## src/rtl/bram_stream_reader.sv

```systemverilog
// Streams a contiguous (wrapping) range of BRAM words out of a fixed-latency
// read port onto a ready/valid stream. A small FIFO absorbs back-pressure.
module bram_stream_reader #(
    parameter int DATA_W      = 32,
    parameter int ADDR_W      = 32,
    parameter int DEPTH       = 98304,
    parameter int MEM_LATENCY = 2,
    parameter int FIFO_DEPTH  = 4
) (
    input  logic              clk,
    input  logic              rst,
    input  logic              start,
    input  logic [ADDR_W-1:0] base_addr,
    input  logic [31:0]       length,
    output logic              busy,
    output logic              done,
    output logic [ADDR_W-1:0] mem_addr,
    output logic              mem_en,
    output logic              mem_we,
    input  logic [DATA_W-1:0] mem_dout,
    output logic [DATA_W-1:0] m_data,
    output logic              m_valid,
    input  logic              m_ready,
    output logic              m_last
);

    localparam int PTR_W = (FIFO_DEPTH > 1) ? $clog2(FIFO_DEPTH) : 1;
    localparam int CNT_W = $clog2(FIFO_DEPTH + 1);
    localparam logic [CNT_W-1:0]  FIFO_FULL = CNT_W'(FIFO_DEPTH);
    localparam logic [ADDR_W-1:0] LAST_ADDR = ADDR_W'(DEPTH - 1);
    localparam logic [PTR_W-1:0]  LAST_PTR  = PTR_W'(FIFO_DEPTH - 1);

    typedef enum logic [1:0] {IDLE, READ, DRAIN, DONE} state_t;

    state_t              state;
    logic [ADDR_W-1:0]   next_addr;
    logic [31:0]         reads_left;
    logic [31:0]         beats_left;
    logic [CNT_W-1:0]    out_cnt;
    logic [CNT_W-1:0]    fifo_cnt;
    logic [PTR_W-1:0]    wr_ptr;
    logic [PTR_W-1:0]    rd_ptr;
    logic [DATA_W-1:0]   fifo_mem [FIFO_DEPTH];
    logic [MEM_LATENCY:0] vld_pipe;

    logic              pop;
    logic              push;
    logic              room;
    logic              issue;
    logic [ADDR_W-1:0] issue_addr;

    function automatic logic [ADDR_W-1:0] addr_inc(input logic [ADDR_W-1:0] a);
        return (a == LAST_ADDR) ? '0 : a + 1'b1;
    endfunction

    function automatic logic [PTR_W-1:0] ptr_inc(input logic [PTR_W-1:0] p);
        return (p == LAST_PTR) ? '0 : p + 1'b1;
    endfunction

    // out_cnt covers every read from issue until its beat leaves the FIFO,
    // so bounding it by FIFO_DEPTH makes overflow impossible. Crediting the
    // pop happening on this same edge keeps full throughput with ready high.
    assign pop        = m_valid & m_ready;
    assign push       = vld_pipe[MEM_LATENCY];
    assign room       = (out_cnt - CNT_W'(pop)) < FIFO_FULL;
    assign issue      = (state == IDLE && start && length != 32'd0) ||
                        (state == READ && reads_left != 32'd0 && room);
    assign issue_addr = (state == IDLE) ? base_addr : next_addr;

    assign m_valid = (fifo_cnt != '0);
    assign m_data  = m_valid ? fifo_mem[rd_ptr] : '0;
    assign m_last  = m_valid && (beats_left == 32'd1);
    assign mem_we  = 1'b0;

    always_ff @(posedge clk) begin
        if (rst) begin
            state      <= IDLE;
            busy       <= 1'b0;
            done       <= 1'b0;
            mem_en     <= 1'b0;
            mem_addr   <= '0;
            next_addr  <= '0;
            reads_left <= '0;
            beats_left <= '0;
            out_cnt    <= '0;
            vld_pipe   <= '0;
        end else begin
            mem_en   <= issue;
            if (issue) begin
                mem_addr  <= issue_addr;
                next_addr <= addr_inc(issue_addr);
            end
            // bit 0 mirrors mem_en; the read data is at the BRAM output
            // when its bit reaches the top of the pipe
            vld_pipe <= {vld_pipe[MEM_LATENCY-1:0], issue};
            out_cnt  <= out_cnt + CNT_W'(issue) - CNT_W'(pop);
            if (pop)
                beats_left <= beats_left - 32'd1;
            done <= 1'b0;

            case (state)
                IDLE: begin
                    if (start) begin
                        busy       <= 1'b1;
                        beats_left <= length;
                        if (length == 32'd0) begin
                            reads_left <= '0;
                            done       <= 1'b1;
                            state      <= DONE;
                        end else begin
                            reads_left <= length - 32'd1;
                            state      <= READ;
                        end
                    end
                end
                READ: begin
                    if (issue)
                        reads_left <= reads_left - 32'd1;
                    if (reads_left == 32'd0 || (issue && reads_left == 32'd1))
                        state <= DRAIN;
                end
                DRAIN: begin
                    if (pop && beats_left == 32'd1) begin
                        done  <= 1'b1;
                        state <= DONE;
                    end
                end
                DONE: begin
                    busy  <= 1'b0;
                    state <= IDLE;
                end
                default: state <= IDLE;
            endcase
        end
    end

    always_ff @(posedge clk) begin
        if (rst) begin
            wr_ptr   <= '0;
            rd_ptr   <= '0;
            fifo_cnt <= '0;
            for (int i = 0; i < FIFO_DEPTH; i++)
                fifo_mem[i] <= '0;
        end else begin
            if (push) begin
                fifo_mem[wr_ptr] <= mem_dout;
                wr_ptr           <= ptr_inc(wr_ptr);
            end
            if (pop)
                rd_ptr <= ptr_inc(rd_ptr);
            fifo_cnt <= fifo_cnt + CNT_W'(push) - CNT_W'(pop);
        end
    end

endmodule

```

## config.mk

```make
export PLATFORM = sky130hd
export DESIGN_NAME = bram_stream_reader
export DESIGN_NICKNAME = d
export VERILOG_FILES = /design/src/rtl/bram_stream_reader.sv
export SDC_FILE = /design/constraint.sdc
export NUM_CORES = 1
export LEC_CHECK = 0
export ABC_AREA = 1
export CAP_MARGIN = 20
export CELL_PAD_IN_SITES_DETAIL_PLACEMENT = 1
export CELL_PAD_IN_SITES_GLOBAL_PLACEMENT = 2
export CORE_MARGIN = 3
export CORE_UTILIZATION = 29
export CTS_CLUSTER_DIAMETER = 100
export DETAILED_ROUTE_END_ITERATION = 16
export GPL_TIMING_DRIVEN = 0
export HOLD_SLACK_MARGIN = 0.08
export PLACE_DENSITY_LB_ADDON = 0.1
export SLEW_MARGIN = 5
export SYNTH_ARGS = -nofsm -noshare
export SYNTH_HDL_FRONTEND = slang
export SYNTH_SLANG_ARGS = --single-unit
```

## constraint.sdc

```tcl
create_clock -name clk -period 3 [get_ports clk]
set_clock_uncertainty 0.2 [all_clocks]
set_input_delay 0.6 -clock clk [delete_from_list [all_inputs] [get_ports clk]]
set_output_delay 0.6 -clock clk [all_outputs]
set_load 0.01 [all_outputs]
```

==> results by group, run 1 <==
Status
  • Status: complete, no violations

GRT
  • Global-route wire length before repair: between 90000 and 100000 um
  • Leftover overflow at the end of global routing: 0
  • Overall routing resource usage: 0.212
  • Antenna violations before repair: 0
  • Vias in the first global route: ~16000
  • Largest net degree at the start of global routing: 33

Layout
  • Fillcell total: roughly 6500
  • Area growth from synthesis to layout: 27.4%
  • Commonest non-fill, non-tap cells in the layout: nor2_1 (528), nand2_1 (373), inv_1 (209)
  • Final std cells w/o fill: a little over 3000
  • Post-route cell area: about 0.020 mm2
  • Leading cell type in the layout, fill and taps excluded: nor2_1
  • Fraction of final layout cells with drive strength greater than 1: 0.0984
  • Nets@finish: 2510
  • Number of antenna diodes: 0

Synth
  • Number of synthesis warnings: 0
  • Number of enable-type register cells in the synthesized netlist: 128
  • #FFs+latches synth: ~280
  • Library cell occupying the most area in the post-synthesis netlist: edfxtp_1
  • Post-Syn Area per Cell: between 7 and 8 um2
  • Async set or reset register ratio after synthesis: 0
  • Number of nets produced by synthesis: roughly 2300
  • Synthesized cell area: 0.0154 mm2
  • Dominant cells by area after synthesis: edfxtp_1 (25%), dfxtp_1 (19%), nor2_1 (13%)
  • Share of synthesized area occupied by flip-flops and latches: 0.440
  • Distinct cell type count after synthesis: 50
  • Synthesized netlist cell count: about 2200
  • Predominant post-synthesis flop cell: dfxtp_1
  • Area fraction of the dominant cell type after synthesis: 0.249

Routing
  • Antenna-violating nets left: 0
  • Post-route DRC violation count: 0
  • Iteration-0 DRC Markers: 776
  • Per-cell via count in the routed design: between 4 and 5
  • Vias post-DR: approximately 15000
  • Detailed-routing iteration count for the pre-antenna-repair pass: 5
  • Routed wirelength normalized by instance count: roughly 20 um
  • Post-detailed-routing wire length: about 60000 um

Timing
  • Final critical-path share of the clock period: 0.953
  • RSZ-0062 raised after global routing: true
  • Max Slew Vio Count: 0
  • Worst Setup Slack, final: around 0.14 ns
  • Worst-Margin Slew: approximately 0.95 ns
  • Final setup fails: 0
  • Maximum operating frequency: between 300 and 400 MHz
  • Final number of hold-violating endpoints: 0
  • Setup TNS: 0 ns
  • Post-layout minimum cycle time: between 2 and 3 ns
  • Max-Slew Margin vs Limit: 0.365

Placement
  • Port-buffer cells: 167
  • GP Congestion: between 0.8 and 0.9
  • Post-detailed-placement cell area: ~0.018 mm2
  • DP HPWL: about 46000 um
  • Pre-CTS setup slack: -1.10 ns
  • Placed cell count: 3012

Pwr
  • Post-layout total power: 19.4 mW
  • Peak supply drop: between 0.3 and 0.4 mV
  • Leakage: ~8.4 nW
  • Total power per unit cell area: between 900 and 1000 mW/mm2

Setup path
  • R2r setup slk: approximately 0.17 ns
  • CP max stage delay: between 0.3 and 0.4 ns
  • Type of element capturing the critical path: output pin
  • Critical path peak fanout: 10
  • FF-to-FF Start: reads_left[0]
  • Crit path required time: approximately 2.2 ns
  • Worst path top cell family by delay: buffers and inverters
  • Arrival time at the worst endpoint: 2.06 ns
  • Cell with the largest stage delay on the worst path: dfxtp_2
  • Terminus of the critical flop-to-flop path: out_cnt[2]
  • Number of buffers and inverters on the critical path: 3
  • Setup crit start kind: register
  • Number of cells on the worst reg-to-reg path: 18
  • Cell-by-cell trace of the critical path: clkinvlp_4 -> clkbuf_4 -> o21ai_0 -> a21oi_1 -> dlygate4sd2_1
  • Critical path class: register to output pin

Clock tree
  • Number of buffers on the longest clock path: 3
  • CTS tree: built
  • Clock H-tree levels: 2
  • Clock Tree Root: clkbuf_16
  • Clock input transition at the sequential cells of the worst setup and hold paths: ~0.060 ns
  • Clock latency at the later pin of the worst-skew pair: around 0.57 ns
  • Total clock buffers created by CTS: 36
  • Count of clock tree sinks: between 200 and 300
  • CTS hold repair buffers: 0

Floorplanning
  • Height of the die: 237 um
  • Std-Cell Core Area: about 0.052 mm2
  • Initial core utilization: 0.297
  • Count of boundary I/O pins: between 150 and 200
  • Floorplan die area: between 0.05 and 0.06 mm2
  • Std-Cell Rows: slightly above 80
  • Die X: around 240 um

Hold path
  • Hold Path Origin: vld_pipe[1]
  • Path type of the worst min-delay path: register to register
  • Endpoint of the worst hold path: vld_pipe[2]
  • Hold Path Depth: 2

Run
  • Max-cap violations: 0
## cell type report
type,instances,area (um2),area share
multi-input combinational,1567,7560,0.385
tap,680,851,0.0433
buffer,90,544,0.0277
timing repair buffer,194,1850,0.0938
clock buffer,50,985,0.0501
sequential,275,6790,0.345
clock inverter,16,211,0.0108
inverter,227,872,0.0443
## flip-flops by register name (all words and copies together) (netlist names), named ones only
signal	count
busy	1
rd_ptr	2
reads_left	32
fifo_mem	128
beats_left	32
fifo_cnt	3
wr_ptr	2
out_cnt	3
mem_addr	32
vld_pipe	3
state	2
done	1
next_addr	32
## cell families after synthesis
group / count (synthesis) / share of synthesized area
AOI/OAI and AO/OA: 339 / 0.118
muxes: 1 / 0.000648
xor gates and xnor gates: 65 / 0.0369
DFF: 275 / 0.440
and+or+nand+nor: 1142 / 0.305
buffers and inverters: 321 / 0.0838
adders and majority gates: 19 / 0.0164
other: 1 / 0.000243
## layer usage
metal,part of all wire,GRT usage,wire length [um]
met5,0,0,0
met4,0.024,0.0520,1440
met3,0.036,0.0305,2190
met2,0.48,0.364,29100
met1,0.46,0.279,27800
## tightest hold or removal path, cell delays in order, from the launching register on
cell and delay [ns]:
dfxtp_1 0.30, inv_1 0.04, nor2_1 0.03
## Yosys cell counts (all sizes together), types with 16 or more instances
| master | count |
|---|---|
| dfxtp | 147 |
| ha | 17 |
| buf | 36 |
| nor2 | 566 |
| inv | 225 |
| nand4 | 29 |
| clkbuf | 58 |
| o21ai | 186 |
| xnor2 | 16 |
| nor3 | 29 |
| a21oi | 120 |
| edfxtp | 128 |
| nand2 | 388 |
| nand3 | 109 |
| xor2 | 49 |
## power by group
part,total (mW),switching (mW),internal (mW)
registers,5.46,0.679,4.79
clock network,4.49,1.75,2.73
logic,9.44,6.19,3.25
## metrics by stage
step,hold WS (ns),util
4_1_cts,0.219,0.373
6_report,0.216,0.378
3_3_place_gp,0.203,0.346
5_1_grt,0.242,0.378
3_5_place_dp,0.202,0.347
2_1_floorplan,0.188,-
## repair_timing
action,CTS,global route
resized for setup,136,55
endpoints found under the setup margin,127,77
buffers inserted,13,12
pin swaps,3,9
hold endpoints to repair,0,0
## how the worst max path moves through the flow
stage               cells after the start        from         endpoint
floorplan                              16  length[20]       out_cnt[2]
global placement                        5         rst  fifo_mem[2][13]
detailed placement                     17  length[22]       out_cnt[2]
CTS                                     5    register       m_data[17]
global route                           13    state[0]    next_addr[24]
finish                                  5    register        m_data[7]
Power figures use the tool's default switching activity.
==> inputs of run 2 (changes only) <==
- RECOVER_POWER: unset -> 50
==> run 2 against run 1 <==
Die area is the same; worst hold slack about the same; critical endpoint is now out_cnt[2]; largest cell class unchanged; global-route usage unchanged; wire length barely moved.
==> results by group, run 2 (synthesis results as in run 1) <==
Status
  • Status: complete, no violations

Clock tree
  • Clock Tree Root: clkbuf_16
  • Clock latency at the later pin of the worst-skew pair: between 0.5 and 0.6 ns
  • Total clock buffers created by CTS: 36
  • Number of buffers on the longest clock path: 3
  • CTS tree: built
  • Clock input transition at the sequential cells of the worst setup and hold paths: 0.06 ns
  • Count of clock tree sinks: around 280
  • Clock H-tree levels: 2

Setup path
  • Cell with the largest stage delay on the worst path: fa_1
  • Number of cells on the worst reg-to-reg path: 12
  • CP max stage delay: ~0.38 ns
  • Cell-by-cell trace of the critical path: nor2_1 -> nand2_2 -> nand2_1 -> clkinvlp_2 -> ha_1 -> inv_1 -> ha_1 -> inv_1 -> fa_1 -> xor2_1 -> o21ai_0 -> a21oi_1
  • Crit path required time: around 3.3 ns
  • Critical path peak fanout: 12
  • Type of element capturing the critical path: register
  • Terminus of the critical flop-to-flop path: out_cnt[2]
  • FF-to-FF Start: fifo_cnt[1]
  • Arrival time at the worst endpoint: around 3.1 ns
  • Critical path class: register to register
  • R2r setup slk: roughly 0.12 ns
  • Setup crit start kind: register

Timing
  • RSZ-0062 raised after global routing: true
  • Final number of hold-violating endpoints: 0
  • Max Slew Vio Count: 0
  • Maximum operating frequency: between 300 and 400 MHz
  • Post-layout minimum cycle time: 2.88 ns
  • Final setup fails: 0
  • Max-Slew Margin vs Limit: 0.341
  • Worst-Margin Slew: between 0.9 and 1 ns
  • Worst hold slack: around 0.22 ns
  • Final critical-path share of the clock period: 0.959

Layout
  • Fraction of final layout cells with drive strength greater than 1: 0.0976
  • Fillcell total: approximately 6500
  • Commonest non-fill, non-tap cells in the layout: nor2_1 (529), nand2_1 (373), inv_1 (209)
  • Max reg flops: about 130
  • Register with the most flip-flops: fifo_mem
  • Nets@finish: between 2000 and 3000
  • Leading cell type in the layout, fill and taps excluded: nor2_1
  • Number of antenna diodes: 0
  • Post-route cell area: 0.0197 mm2
  • Area growth from synthesis to layout: 27.3%

Floorplanning
  • Count of boundary I/O pins: 170
  • Die X: ~240 um
  • Std-Cell Rows: 83
  • Initial core utilization: 0.297
  • Floorplan die area: ~0.056 mm2
  • Std-Cell Core Area: roughly 0.052 mm2
  • Height of the die: 237 um

Routing
  • Post-detailed-routing wire length: roughly 61000 um
  • Vias post-DR: roughly 15000
  • Per-cell via count in the routed design: between 4 and 5
  • Antenna-violating nets left: 0
  • Iteration-0 DRC Markers: a little under 800
  • Routed wirelength normalized by instance count: 19.5 um
  • Post-route DRC violation count: 0
  • Detailed-routing iteration count for the pre-antenna-repair pass: 5

GRT
  • Leftover overflow at the end of global routing: 0
  • Vias in the first global route: about 16000
  • Overall routing resource usage: 0.212
  • Antenna violations before repair: 0
  • Largest net degree at the start of global routing: 33
  • Global-route wire length before repair: approximately 92000 um

Placement
  • Port-buffer cells: roughly 170
  • DP HPWL: 45500 um
  • GP Congestion: slightly below 0.9
  • Post-detailed-placement cell area: between 0.015 and 0.02 mm2

Hold path
  • Path type of the worst min-delay path: register to register
  • Hold Path Depth: 2
  • Endpoint of the worst hold path: vld_pipe[2]
  • Hold Path Origin: vld_pipe[1]

Run
  • Max-cap violations: 0

Pwr
  • Total power per unit cell area: 986 mW/mm2
  • Peak supply drop: roughly 0.4 mV
  • Leakage: ~8.4 nW
  • Post-layout total power: 19.4 mW
-- run 2: cell types whose count changed in the layout (fill, tap and decap cells not counted) --
cell,delta
buf_4,-1
clkbuf_1,+1
clkinvlp_2,+1
clkinvlp_4,-1
nor2_1,+1
nor2_4,-1
-- run 2: routing by layer --
metal  part of all wire  global-route usage  routed length, um  vias to the layer above
met1               0.46               0.279              27800                     7382
met5                  0                   0                  0                        -
met3              0.036              0.0305               2160                       78
li1                   -                   -                  -                     7429
met4              0.024              0.0520               1440                        0
met2               0.48               0.364              29200                      262
-- run 2: through the flow --
stage	std cells	utilization	setup WS, ns	TNS (ns)
6_report	3099	0.378	0.124	0
5_1_grt	3099	0.378	-0.0657	-0.114
4_1_cts	3087	0.373	-0.183	-0.841
3_5_place_dp	3012	0.347	-1.10	-122.44
3_3_place_gp	3010	0.346	-1.51	-209.47
2_1_floorplan	2163	-	0.00235	0
-- run 2: worst max path at each step --
stage	start	endpoint	slack, ns	cells past startpoint
finish	fifo_cnt[1]	out_cnt[2]	0.12	12
global route	fifo_cnt[1]	out_cnt[2]	-0.07	12
floorplan	length[20]	out_cnt[2]	0.002	16
global placement	rst	fifo_mem[2][13]	-1.51	5
CTS	register	m_data[17]	-0.18	5
detailed placement	length[22]	out_cnt[2]	-1.10	17
-- run 2: what timing repair did --
item / 4_1_cts / 5_1_grt
hold buffers: 0 / 0
pin swaps: 3 / 9
setup buffers: 13 / 12
cloned: 0 / 0
resized for setup: 136 / 55
endpoints found under the setup margin: 127 / 77
-- run 2: worst max-delay path, delay by kind of cell, from the launching register on --
family / cells / cell delay [ns]
fa+ha+maj: 3 / 0.84
xor+xnor: 1 / 0.16
simple gates: 3 / 0.58
flops: 1 / 0.34
buf+inv: 3 / 0.42
compound gates: 2 / 0.21
-- run 2: layout make-up --
class | count | area [um2] | area share
multi-input combinational | 1567 | 7560 | 0.385
sequential | 275 | 6790 | 0.346
timing repair buffer | 194 | 1840 | 0.0937
clock buffer | 50 | 985 | 0.0501
inverter | 227 | 870 | 0.0443
tap | 680 | 851 | 0.0433
buffer | 90 | 544 | 0.0277
clock inverter | 16 | 211 | 0.0108
-- run 2: report_power, final --
| group | internal, mW | total (mW) | leakage (nW) | switching [mW] |
|---|---|---|---|---|
| sequential | 4.79 | 5.47 | 2.54 | 0.681 |
| combinational | 3.24 | 9.42 | 5.28 | 6.18 |
| clock | 2.73 | 4.49 | 0.581 | 1.76 |
| total | 10.8 | 19.4 | 8.40 | 8.62 |
==> inputs of run 3 (changes only) <==
- ABC_CLOCK_PERIOD_IN_PS: unset -> 3000
==> results of run 3 <==
Same layout as run 2: the final DEF is identical, and so are final timing and power.
